<file path="src/rtl/sn_pkt_write_sequencer_if.sv">
// Bus bundle between the packet-tap stream, the sequencer and the packet memory.
// slave  : sequencer view (consumes the stream, drives the write bus)
// master : environment view (drives the stream and buf_rdy, observes writes)
interface sn_pkt_write_sequencer_if #(
    parameter int IN_WIDTH      = 32,
    parameter int IN_ADDR_WIDTH = 10,
    parameter int INC_WIDTH     = $clog2(IN_WIDTH / 8) + 1
);
    logic                     buf_rdy;
    logic [IN_WIDTH-1:0]      s_tdata;
    logic [INC_WIDTH-1:0]     s_tbytes;
    logic                     s_tvalid;
    logic                     s_tlast;
    logic                     s_tready;
    logic [IN_ADDR_WIDTH-1:0] in_addr;
    logic [IN_WIDTH-1:0]      in_wr_data;
    logic                     in_wr_en;
    logic [INC_WIDTH-1:0]     in_byte_inc;
    logic                     in_done;
    logic                     truncated;

    modport slave (
        input  buf_rdy, s_tdata, s_tbytes, s_tvalid, s_tlast,
        output s_tready, in_addr, in_wr_data, in_wr_en, in_byte_inc, in_done, truncated
    );

    modport master (
        output buf_rdy, s_tdata, s_tbytes, s_tvalid, s_tlast,
        input  s_tready, in_addr, in_wr_data, in_wr_en, in_byte_inc, in_done, truncated
    );
endinterface

</file>
<file path="src/rtl/sn_pkt_write_sequencer.sv">
// Packet write sequencer: turns a valid/ready/last stream into addressed buffer writes,
// truncates packets longer than the buffer and keeps saturating statistics.
// Optional feature macro: SN_SEQ_DROP_WHEN_BUSY_EN -- when defined, packets arriving
// while no buffer is free are consumed and counted in drop_cnt instead of back-pressuring.
//
// state    | meaning
// ---------+-------------------------------------------------------------
// ST_IDLE  | waiting for a free buffer (optionally dropping busy packets)
// ST_WRITE | accepting beats and writing them at addr, addr+1, ...
// ST_DROP  | discarding the rest of a packet until its last beat
// ST_FLUSH | one dead cycle so memory can withdraw buf_rdy
module sn_pkt_write_sequencer #(
    parameter int IN_WIDTH      = 32,
    parameter int IN_ADDR_WIDTH = 10,
    parameter int INC_WIDTH     = $clog2(IN_WIDTH / 8) + 1,
    parameter int CNT_WIDTH     = 32
) (
    input  logic                          clk,
    input  logic                          rst,
    sn_pkt_write_sequencer_if.slave       bus,
    output logic [CNT_WIDTH-1:0]          pkt_cnt,
    output logic [CNT_WIDTH-1:0]          trunc_cnt,
    output logic [CNT_WIDTH-1:0]          drop_cnt
);
    typedef enum logic [1:0] {
        ST_IDLE,
        ST_WRITE,
        ST_DROP,
        ST_FLUSH
    } state_t;

    localparam logic [INC_WIDTH-1:0]     FULL_INC  = INC_WIDTH'(IN_WIDTH / 8);
    localparam logic [IN_ADDR_WIDTH-1:0] ADDR_LAST = '1;

    state_t                   state;
    logic [IN_ADDR_WIDTH-1:0] addr;
    logic                     rdy_q;
    logic                     drop_to_idle;

    logic                     tready;
    logic                     wr_en;
    logic                     at_end;
    logic [INC_WIDTH-1:0]     byte_inc;

    function automatic logic [CNT_WIDTH-1:0] sat_inc(input logic [CNT_WIDTH-1:0] v);
        return (&v) ? v : v + CNT_WIDTH'(1);
    endfunction

    // Zero-latency write path: an accepted beat in WRITE is written in the same cycle.
    always_comb begin
        tready = rdy_q;
`ifdef SN_SEQ_DROP_WHEN_BUSY_EN
        // Never stall the tap while waiting; buf_rdy wins so that packet is written instead.
        if (state == ST_IDLE && !bus.buf_rdy && !rst) begin
            tready = 1'b1;
        end
`endif
        wr_en    = (state == ST_WRITE) && bus.s_tvalid;
        at_end   = (addr == ADDR_LAST);
        byte_inc = '0;
        if (wr_en) begin
            byte_inc = bus.s_tlast ? bus.s_tbytes : FULL_INC;
        end
    end

    assign bus.s_tready    = tready;
    assign bus.in_wr_en    = wr_en;
    assign bus.in_addr     = addr;
    assign bus.in_wr_data  = bus.s_tdata;
    assign bus.in_byte_inc = byte_inc;
    assign bus.in_done     = wr_en && (bus.s_tlast || at_end);
    assign bus.truncated   = wr_en && !bus.s_tlast && at_end;

    // Sequencing FSM with registered ready, address and statistics.
    always_ff @(posedge clk) begin
        if (rst) begin
            state        <= ST_IDLE;
            addr         <= '0;
            rdy_q        <= 1'b0;
            drop_to_idle <= 1'b0;
            pkt_cnt      <= '0;
            trunc_cnt    <= '0;
`ifdef SN_SEQ_DROP_WHEN_BUSY_EN
            drop_cnt     <= '0;
`endif
        end else begin
            case (state)
                ST_IDLE: begin
                    if (bus.buf_rdy) begin
                        state <= ST_WRITE;
                        addr  <= '0;
                        rdy_q <= 1'b1;
                    end
`ifdef SN_SEQ_DROP_WHEN_BUSY_EN
                    else if (bus.s_tvalid) begin
                        // A single-beat packet is fully consumed here, so stay in IDLE.
                        drop_cnt <= sat_inc(drop_cnt);
                        if (!bus.s_tlast) begin
                            state        <= ST_DROP;
                            rdy_q        <= 1'b1;
                            drop_to_idle <= 1'b1;
                        end
                    end
`endif
                end
                ST_WRITE: begin
                    if (bus.s_tvalid) begin
                        if (bus.s_tlast) begin
                            pkt_cnt <= sat_inc(pkt_cnt);
                            state   <= ST_FLUSH;
                            rdy_q   <= 1'b0;
                        end else if (at_end) begin
                            // Buffer full: close the packet now and swallow the remainder.
                            pkt_cnt      <= sat_inc(pkt_cnt);
                            trunc_cnt    <= sat_inc(trunc_cnt);
                            state        <= ST_DROP;
                            drop_to_idle <= 1'b0;
                        end else begin
                            addr <= addr + 1'b1;
                        end
                    end
                end
                ST_DROP: begin
                    if (bus.s_tvalid && bus.s_tlast) begin
                        // Busy drops never owned a buffer, so there is nothing to flush.
                        state <= drop_to_idle ? ST_IDLE : ST_FLUSH;
                        rdy_q <= 1'b0;
                    end
                end
                ST_FLUSH: begin
                    state <= ST_IDLE;
                    rdy_q <= 1'b0;
                end
                default: begin
                    state <= ST_IDLE;
                    rdy_q <= 1'b0;
                end
            endcase
        end
    end

`ifndef SN_SEQ_DROP_WHEN_BUSY_EN
    assign drop_cnt = '0;
`endif

endmodule

</file>
<file path="src/flat_wrapper.sv">
// flat-port wrapper written by rule: the top's interface ports become plain ports
module sn_pkt_write_sequencer_flat 
#(
    parameter int IN_WIDTH      = 32,
    parameter int IN_ADDR_WIDTH = 10,
    parameter int INC_WIDTH     = $clog2(IN_WIDTH / 8) + 1,
    parameter int CNT_WIDTH     = 32
)
  (clk, rst, pkt_cnt, trunc_cnt, drop_cnt, bus_buf_rdy, bus_s_tdata, bus_s_tbytes, bus_s_tvalid, bus_s_tlast, bus_s_tready, bus_in_addr, bus_in_wr_data, bus_in_wr_en, bus_in_byte_inc, bus_in_done, bus_truncated);
  sn_pkt_write_sequencer_if #(.IN_WIDTH(IN_WIDTH), .IN_ADDR_WIDTH(IN_ADDR_WIDTH), .INC_WIDTH(INC_WIDTH)) bus_i ();
  input  logic clk;
  input  logic rst;
  output logic [CNT_WIDTH-1:0] pkt_cnt;
  output logic [CNT_WIDTH-1:0] trunc_cnt;
  output logic [CNT_WIDTH-1:0] drop_cnt;
  input wire logic [$bits(bus_i.buf_rdy)-1:0] bus_buf_rdy;
  input wire logic [$bits(bus_i.s_tdata)-1:0] bus_s_tdata;
  input wire logic [$bits(bus_i.s_tbytes)-1:0] bus_s_tbytes;
  input wire logic [$bits(bus_i.s_tvalid)-1:0] bus_s_tvalid;
  input wire logic [$bits(bus_i.s_tlast)-1:0] bus_s_tlast;
  output wire logic [$bits(bus_i.s_tready)-1:0] bus_s_tready;
  output wire logic [$bits(bus_i.in_addr)-1:0] bus_in_addr;
  output wire logic [$bits(bus_i.in_wr_data)-1:0] bus_in_wr_data;
  output wire logic [$bits(bus_i.in_wr_en)-1:0] bus_in_wr_en;
  output wire logic [$bits(bus_i.in_byte_inc)-1:0] bus_in_byte_inc;
  output wire logic [$bits(bus_i.in_done)-1:0] bus_in_done;
  output wire logic [$bits(bus_i.truncated)-1:0] bus_truncated;
  assign bus_i.buf_rdy = bus_buf_rdy;
  assign bus_i.s_tdata = bus_s_tdata;
  assign bus_i.s_tbytes = bus_s_tbytes;
  assign bus_i.s_tvalid = bus_s_tvalid;
  assign bus_i.s_tlast = bus_s_tlast;
  assign bus_s_tready = bus_i.s_tready;
  assign bus_in_addr = bus_i.in_addr;
  assign bus_in_wr_data = bus_i.in_wr_data;
  assign bus_in_wr_en = bus_i.in_wr_en;
  assign bus_in_byte_inc = bus_i.in_byte_inc;
  assign bus_in_done = bus_i.in_done;
  assign bus_truncated = bus_i.truncated;
  sn_pkt_write_sequencer #(.IN_WIDTH(IN_WIDTH), .IN_ADDR_WIDTH(IN_ADDR_WIDTH), .INC_WIDTH(INC_WIDTH), .CNT_WIDTH(CNT_WIDTH)) u_core (.clk(clk), .rst(rst), .bus(bus_i), .pkt_cnt(pkt_cnt), .trunc_cnt(trunc_cnt), .drop_cnt(drop_cnt));
endmodule
</file>
<file path="config.mk">
export PLATFORM = sky130hd
export DESIGN_NAME = sn_pkt_write_sequencer_flat
export DESIGN_NICKNAME = d
export VERILOG_FILES = /design/src/rtl/sn_pkt_write_sequencer_if.sv /design/src/rtl/sn_pkt_write_sequencer.sv /design/src/flat_wrapper.sv
export SDC_FILE = /design/constraint.sdc
export NUM_CORES = 1
export LEC_CHECK = 0
export ABC_AREA = 1
export CAP_MARGIN = 20
export CORE_MARGIN = 8
export CORE_UTILIZATION = 38
export DETAILED_ROUTE_END_ITERATION = 10
export PLACE_DENSITY = 0.72
export SYNTH_ARGS = -nofsm -noshare
export SYNTH_HDL_FRONTEND = slang
export SYNTH_SLANG_ARGS = --single-unit
</file>
<file path="constraint.sdc">
create_clock -name clk -period 1.8 [get_ports clk]
set_clock_uncertainty 0.1 [all_clocks]
set_input_delay 0.36 -clock clk [delete_from_list [all_inputs] [get_ports clk]]
set_output_delay 0.36 -clock clk [all_outputs]
set_load 0.05 [all_outputs]
</file>
# After elaboration in Yosys (flattened, before gate mapping)

Cells that the tools add are included.

Bitwise gates (word level): 2
Reduce and logical (&&, ||, !) cells: 17
Mux-type cells: 21
Add/subtract/negate cells: 3
Equality and inequality tests: 11

Operator list:

| operator                                               | number |
|---|---|
| two-way mux 32 bit                                     | 3 |
| adder 32 x 1 -> 32 bit (second input constant)         | 2 |
| AND reduction 32 bit                                   | 2 |
| two-way mux 10 bit                                     | 4 |
| case mux 10 bit (2 select lines)                       | 1 |
| adder 10 x 1 -> 10 bit (second input constant)         | 1 |
| equality test 10 bit (second input constant)           | 1 |
| two-way mux 2 bit                                      | 5 |
| inequality test 2 bit (second input constant)          | 5 |
| AND reduction 5 bit                                    | 2 |
| case mux 2 bit (4 select lines)                        | 1 |
| AND reduction 4 bit                                    | 2 |
| two-way mux 3 bit                                      | 2 |
| logical AND 1 bit                                      | 5 |
| equality test 2 bit (second input constant)            | 2 |
| two-way mux 1 bit                                      | 4 |
| case mux 1 bit (4 select lines)                        | 1 |
| nonzero test 2 bit                                     | 2 |
| inequality test 3 x 2 -> 1 bit (second input constant) | 1 |
| AND reduction 3 bit                                    | 1 |
| equality test 2 x 1 -> 1 bit (second input constant)   | 1 |
| logical NOT 2 bit                                      | 1 |
| inequality test 2 x 1 -> 1 bit (second input constant) | 1 |
| NOT 1 bit                                              | 2 |
| 2 further kinds                                        | 2 |

Flip-flop bits (word level): 77
Logic and storage cells: 59
Output and inout bits: 145
Bits of input ports: 40

# Longest topological paths before layout

Gate-level depths: netlist of the first run.

Depth after elaboration: 5
Mapped depth: 13
Gate-level depth less buffers: 12

# Least setup slack after synthesis of the first run

OpenSTA, ideal clock, no wires.

Path kind: flip-flop to flip-flop
From: register u_core.addr[1] (netlist: u_core.bus.in_addr[1])
To: register u_core.pkt_cnt[9]
Cell stages (with the launch flop): 11
Required time: 1,561 ps
Arrival: 2,225 ps
Period minus slack after synthesis: 2,465 ps
Slack: -665 ps
Buffers on the path: 2
Setup time: 139 ps
Cell sequence: dfxtp_1 > ha_1 > nand2_1 > nor2_2 > nand3_2 > a21oi_4 > nand2_4 > buf_6 > buf_6 > nand2_1 > a21oi_2

Cells in the longest elaborated chain, start to end: 3

RTL lines:

| what                          | RTL line                      | text |
|---|---|---|
| start: declaration            | sn_pkt_write_sequencer.sv:36  | `logic [IN_ADDR_WIDTH-1:0] addr;` |
| start signal: assignment      | sn_pkt_write_sequencer.sv:119 | `addr <= addr + 1'b1;` |
| equality test 10 bit          | sn_pkt_write_sequencer.sv:59  | `at_end = (addr == ADDR_LAST);` |
| nonzero test 2 bit (no line)  | n/a                           |  |
| AND reduction 3 bit (no line) | n/a                           |  |
| end signal: assignment        | sn_pkt_write_sequencer.sv:109 | `pkt_cnt <= sat_inc(pkt_cnt);` |
| end signal: assignment        | sn_pkt_write_sequencer.sv:114 | `pkt_cnt <= sat_inc(pkt_cnt);` |
| end: declaration              | sn_pkt_write_sequencer.sv:21  | `output logic [CNT_WIDTH-1:0] pkt_cnt,` |

Every way passes these cells.
A chain may end at the register's enable or synchronous reset.

# Worst setup path after layout of the first run

From: register u_core.addr[0] (netlist: u_core.bus.in_addr[0])
To: output bus_truncated

Cells in the longest elaborated chain, start to end: 2

RTL lines:

| what                 | RTL line                     | text |
|---|---|---|
| equality test 10 bit | sn_pkt_write_sequencer.sv:59 |  |
| logical AND 1 bit    | sn_pkt_write_sequencer.sv:72 | `assign bus.truncated = wr_en && !bus.s_tlast && at_end;` |
| end: declaration     | flat_wrapper.sv:27           | `output wire logic [$bits(bus_i.truncated)-1:0] bus_truncated;` |

Every way passes these cells.

==> reports/results.ini, run 1 <==
[final_layout]
ff_latch_area_sq_um = 1620
final_util = 0.602
fill_cells = 1199
final_common_cell = nand2_1
area_delta_synth_final_pct = 56.2
antenna_cells = 0
multi_input_area_sq_um = 3520
mostFrequentLayoutCells = nand2_1, buf_4, nor2_1
drive_above_1_share = 0.408
stdcell_count = 1216
fin_nets = 1078

[cts]
cts_inserted_buffers = 9
insertion_delay_ps = 350
clk_path_buf_depth = 2
cts_tree = yes
clkTransAtPathRegs_ps = 60
cts_root_buf = clkbuf_16
cts_max_level = 3
hold_buffers = 0
clock-sinks = 77

[synth]
ys_types = 34
ys_seq_area_frac = 0.290
synth_top_area_cell = dfxtp_1
ys_top_cells_by_area = dfxtp_1, nand2_1, nor2_1, buf_4, inv_1
yosys_warnings = 0
synth-seq-cells = 77
synth_edf_count = 0
synth_area_sq_um = 5310
ys_async_sr_fraction = 0
synth_top_area_frac = 0.290
ys.flop_type = dfxtp_1
syn_avg_cell_area_sq_um = 6.27
synthCells = 847

[run]
maxCapViolCount = 0

[place]
dp_hpwl_mm = 11.7
gp_congestion = 0.888
numPortBuffers = 88
place_inst = 1172

[die]
die_h_um = 134
boundaryPins = 185
die_w_um = 134
rows = 43
start_util = 0.386
core_area_sq_um = 13800
dieArea_sq_um = 18000

[route]
drtAntennaViolNets = 0
wl_per_cell_um = 13.9
vias = 5959
drc = 0
vias_per_cell = 4.90
drt_iter0_drc = 434
first_pass_iters = 5
finalWirelength_mm = 16.9

[setup_path]
required_ps = 1340
crit_path_start_kind = flop
crit_fanout = 3
worstPathArrival_ps = 1520
crit_path_end_kind = output pin
crit_type = flop to output pin

[global_route]
grt_overflow = 0
grt_pass1_wl_mm = 25.9
grt_usage = 0.174
grt_max_degree = 30
antenna_found_initial = 0
grt_pass1_vias = 5475

[min_path]
hp-class = flop to flop

[pwr]
peakVddDrop_mv = 0.605
cellLeakagePower_nw = 3.55
powerDensity_nw_per_um2 = 617

[sta]
finalSetupTns_ps = -1460
hold_viol = 0
setup_ws_ps = -181
max_freq_mhz = 505
finalCriticalPeriod_ps = 1980
setup_viol = 48
drv_slew = 0
rsz0062_at_grt = yes
min_period_over_period = 1.10

[run_status]
violations = negative setup slack
status = complete, but fails checks

==> per-stage QoR <==
stage / setup slack, ps / hold WS [ps] / power [mW] / area, sq um
floorplan: -309 / 394 / 2.70 / 5600
global placement: -386 / 370 / 2.81 / 7160
detailed placement: -433 / 376 / 2.83 / 7160
CTS: -223 / 385 / 4.80 / 7670
global route: -233 / 404 / 5.32 / 8300
finish: -181 / 386 / 5.12 / 8300
==> per-layer routing <==
metal / up-vias / track usage / wire, um
met2: 218 / 0.293 / 8080
met5: - / 0 / 0
met1: 2744 / 0.208 / 7300
li1: 2959 / - / -
met3: 38 / 0.0359 / 1050
met4: 0 / 0.0780 / 490
==> final timing paths <==
path         slack, ps  depth (start not counted)                          startpoint                                  to
max reg2reg        -90                         12        u_core.state[1]$_SDFFE_PP0P_  u_core.bus.in_addr[5]$_SDFFE_PP0P_
min                390                          2  u_core.bus.in_addr[3]$_SDFFE_PP0P_  u_core.bus.in_addr[3]$_SDFFE_PP0P_
max               -180                          7  u_core.bus.in_addr[0]$_SDFFE_PP0P_                       bus_truncated
min reg2reg        390                          2  u_core.bus.in_addr[3]$_SDFFE_PP0P_  u_core.bus.in_addr[3]$_SDFFE_PP0P_
==> synthesized netlist by cell type (all sizes together) (9+ instances only) <==
master  instances
dfxtp          77
o21ai          20
a21oi          48
inv            72
nand3          41
buf            76
nor3            9
nand4          19
nand2         275
nand3b         13
xor2           14
nor2          149
==> critical path, stage by stage (launching register included) <==
cell and delay (ps):
dfxtp_4 360, ha_4 150, nand2_4 50, nor2_4 110
nand3_4 110, nor2_4 130, buf_6 130, buf_12 130
==> registers in the layout, indices dropped and copies added (netlist names) <==
register / flops
u_core.pkt_cnt: 32
u_core.trunc_cnt: 32
u_core.bus.in_addr: 10
u_core.state: 2
u_core.bus.s_tready: 1
==> kinds of logic (layout without fill, tap and decap cells) <==
logic type | after synthesis | in the layout | share of synthesized area
flops | 77 | 77 | 0.290
xor+xnor | 18 | 18 | 0.0297
other cells | 1 | 32 | 0.000706
buf+inv | 157 | 314 | 0.166
compound gates | 77 | 77 | 0.0859
simple gates | 510 | 511 | 0.411
fa+ha+maj | 7 | 7 | 0.0165
==> cell type report <==
cell class	count	share of cell area
Clock inverter	2	0.00166
Timing Repair Buffer	225	0.281
Sequential cell	77	0.195
Tap cell	180	0.0271
Multi-Input combinational cell	645	0.425
Clock buffer	14	0.0342
Inverter	73	0.0365
==> report_power, final <==
group          switching (mW)  internal (mW)  leakage, nW
clock network           0.744           1.09        0.145
registers              0.0323           1.74        0.647
logic                   0.884          0.631         2.76
==> timing repair <==
item | CTS | global route
setup endpoints to repair | 51 | 82
resized for setup | 35 | 130
pin swaps | 9 | 38
buffers inserted | 8 | 12
cloned | 2 | 8
(Power assumes the default switching activity.)
==> run 2, diff against run 1 <==
--- a/config.mk
+++ b/config.mk
@@ -7,7 +7,7 @@
 export LEC_CHECK = 0
 export ABC_AREA = 1
 export CAP_MARGIN = 20
-export CORE_MARGIN = 8
+export CORE_MARGIN = 5
 export CORE_UTILIZATION = 38
 export DETAILED_ROUTE_END_ITERATION = 10
 export PLACE_DENSITY = 0.72
==> reports/results.ini, run 2 (synthesis gave the netlist of run 1 again) <==
[run_status]
status = complete, but fails checks
violations = negative setup slack

[sta]
rsz0062_at_grt = yes
drv_slew = 0  ; unchanged
min_period_over_period = 1.13  ; +0.0303
setup_viol = 39  ; -19%
finalCriticalPeriod_ps = 2040  ; +54.6 ps
setup_ws_ps = -236  ; -54.6 ps
max_freq_mhz = 491  ; -2.7%
hold_viol = 0  ; unchanged

[die]
die_h_um = 128  ; -4.5%
boundaryPins = 185  ; unchanged
dieArea_sq_um = 16400  ; -8.7%
rows = 43  ; unchanged
core_area_sq_um = 13800  ; unchanged
start_util = 0.386  ; unchanged
die_w_um = 128  ; -4.5%

[route]
first_pass_iters = 6  ; +1
wl_per_cell_um = 13.6  ; -2.1%
vias_per_cell = 4.87  ; -0.72%
vias = 5892  ; -1.1%
drt_iter0_drc = 392  ; -9.7%
drc = 0  ; unchanged
finalWirelength_mm = 16.5  ; -2.5%
drtAntennaViolNets = 0  ; unchanged

[final_layout]
stdcell_count = 1211  ; -0.41%
multi_input_area_sq_um = 3540  ; +0.53%
ff_latch_area_sq_um = 1620  ; unchanged
fin_nets = 1073  ; -0.46%
fill_cells = 1252  ; +4.4%
area_delta_synth_final_pct = 56.6
final_util = 0.604  ; +0.00173
antenna_cells = 0  ; unchanged
mostFrequentLayoutCells = nand2_1, buf_4, nor2_1
final_common_cell = nand2_1
drive_above_1_share = 0.408  ; about the same

[pwr]
cellLeakagePower_nw = 3.40  ; -4.3%
power_frac_comb = 0.286  ; -0.010
p_sw_frac = 0.318  ; -0.00677
p_sw_mw = 1.62  ; -2.4%
clockPowerShare = 0.368  ; +0.010
peakVddDrop_mv = 0.605  ; about the same
seqPwrFrac = 0.347  ; about the same
powerDensity_nw_per_um2 = 613  ; -0.56%
p_int_mw = 3.48  ; +0.72%
p_total_mw = 5.10  ; -0.28%

[global_route]
grt_max_degree = 43  ; +43%
grt_pass1_vias = 5559  ; +1.5%
grt_overflow = 0  ; unchanged
grt_pass1_wl_mm = 25.7  ; -0.77%
antenna_found_initial = 0  ; unchanged
grt_usage = 0.189  ; +0.0148

[cts]
cts_inserted_buffers = 9  ; unchanged
cts_max_level = 3  ; unchanged
clock-sinks = 77  ; unchanged
insertion_delay_ps = 350  ; about the same
cts_root_buf = clkbuf_16
hold_buffers = 0  ; unchanged
cts_tree = yes
clkTransAtPathRegs_ps = 60  ; about the same
clk_path_buf_depth = 2  ; unchanged

[setup_path]
crit_path_end_kind = output pin
required_ps = 1340  ; about the same
worstPathArrival_ps = 1580  ; +60 ps
crit_path_start_kind = flop
crit_fanout = 3  ; unchanged
crit_type = flop to output pin

[min_path]
hp-class = input pin to flop

[place]
place_ws_ps = -353  ; +80.4 ps
place_inst = 1173  ; +0.085%
dp_hpwl_mm = 11.6  ; -1.1%
gp_congestion = 0.956  ; +7.7%
numPortBuffers = 88  ; unchanged

[run]
maxCapViolCount = 0  ; unchanged

-- run 2: cell types whose count changed in the layout (fill, tap and decap cells not counted), sizes merged --
cell / previous run / this run
buf: 215 / 210
clkinv: 2 / 4
bufinv: 0 / 1
clkbuf: 18 / 17
clkinvlp: 2 / 1
inv: 71 / 70
-- run 2: what timing repair did --
item / 4_1_cts / 5_1_grt
pin swaps: 7 / 31
setup buffers: 7 / 10
setup endpoints to repair: 34 / 83
gates resized for setup: 35 / 139
cloned: 0 / 6
-- run 2: cell type report --
class / instances / area share
sequential: 77 / 0.194
tap: 180 / 0.0271
inverter: 73 / 0.0364
multi-input combinational: 645 / 0.426
timing repair buffer: 220 / 0.280
clock inverter: 3 / 0.00526
clock buffer: 13 / 0.0313
-- run 2: stage by stage --
| step | setup TNS [ps] | hold WS [ps] | area, sq um |
|---|---|---|---|
| 6_report | -3680 | 226 | 8320 |
| 3_5_place_dp | -17200 | 374 | 7190 |
| 5_1_grt | -8790 | 242 | 8320 |
| 3_3_place_gp | -15470 | 369 | 7190 |
| 2_1_floorplan | -8120 | 394 | 5600 |
| 4_1_cts | -1420 | 234 | 7650 |
-- run 2: per-layer routing --
layer,GRT usage,wire length (um)
met1,0.236,7000
met2,0.317,8110
met3,0.0371,939
met4,0.0774,462
met5,0,0
-- run 2: power by group through the flow --
stage | sequential, mW | clock (mW) | combinational, mW
floorplan | 1.86 | 0 | 0.837
global placement | 1.80 | 0 | 1.00
detailed placement | 1.80 | 0 | 1.02
CTS | 1.76 | 1.91 | 1.11
global route | 1.77 | 1.99 | 1.54
finish | 1.77 | 1.88 | 1.46
-- run 2: final timing paths --
check / startpoint / endpoint / slack [ps] / cells after the start
setup / recovery: u_core.bus.in_addr[1]$_SDFFE_PP0P_ / bus_in_done / -240 / 7
hold / removal: rst / u_core.bus.in_addr[5]$_SDFFE_PP0P_ / 230 / 2
setup reg to reg: u_core.bus.in_addr[1]$_SDFFE_PP0P_ / u_core.trunc_cnt[5]$_SDFFE_PP0P_ / -170 / 14
hold reg to reg: u_core.bus.in_addr[3]$_SDFFE_PP0P_ / u_core.bus.in_addr[3]$_SDFFE_PP0P_ / 380 / 2
-- run 2: worst max-delay path, stage by stage (launching register included) --
cell and delay, ps:
dfxtp_4 360, ha_4 140, nand2_4 60, nor2_4 120
nand3_4 120, a21oi_4 200, buf_6 120, buf_12 120
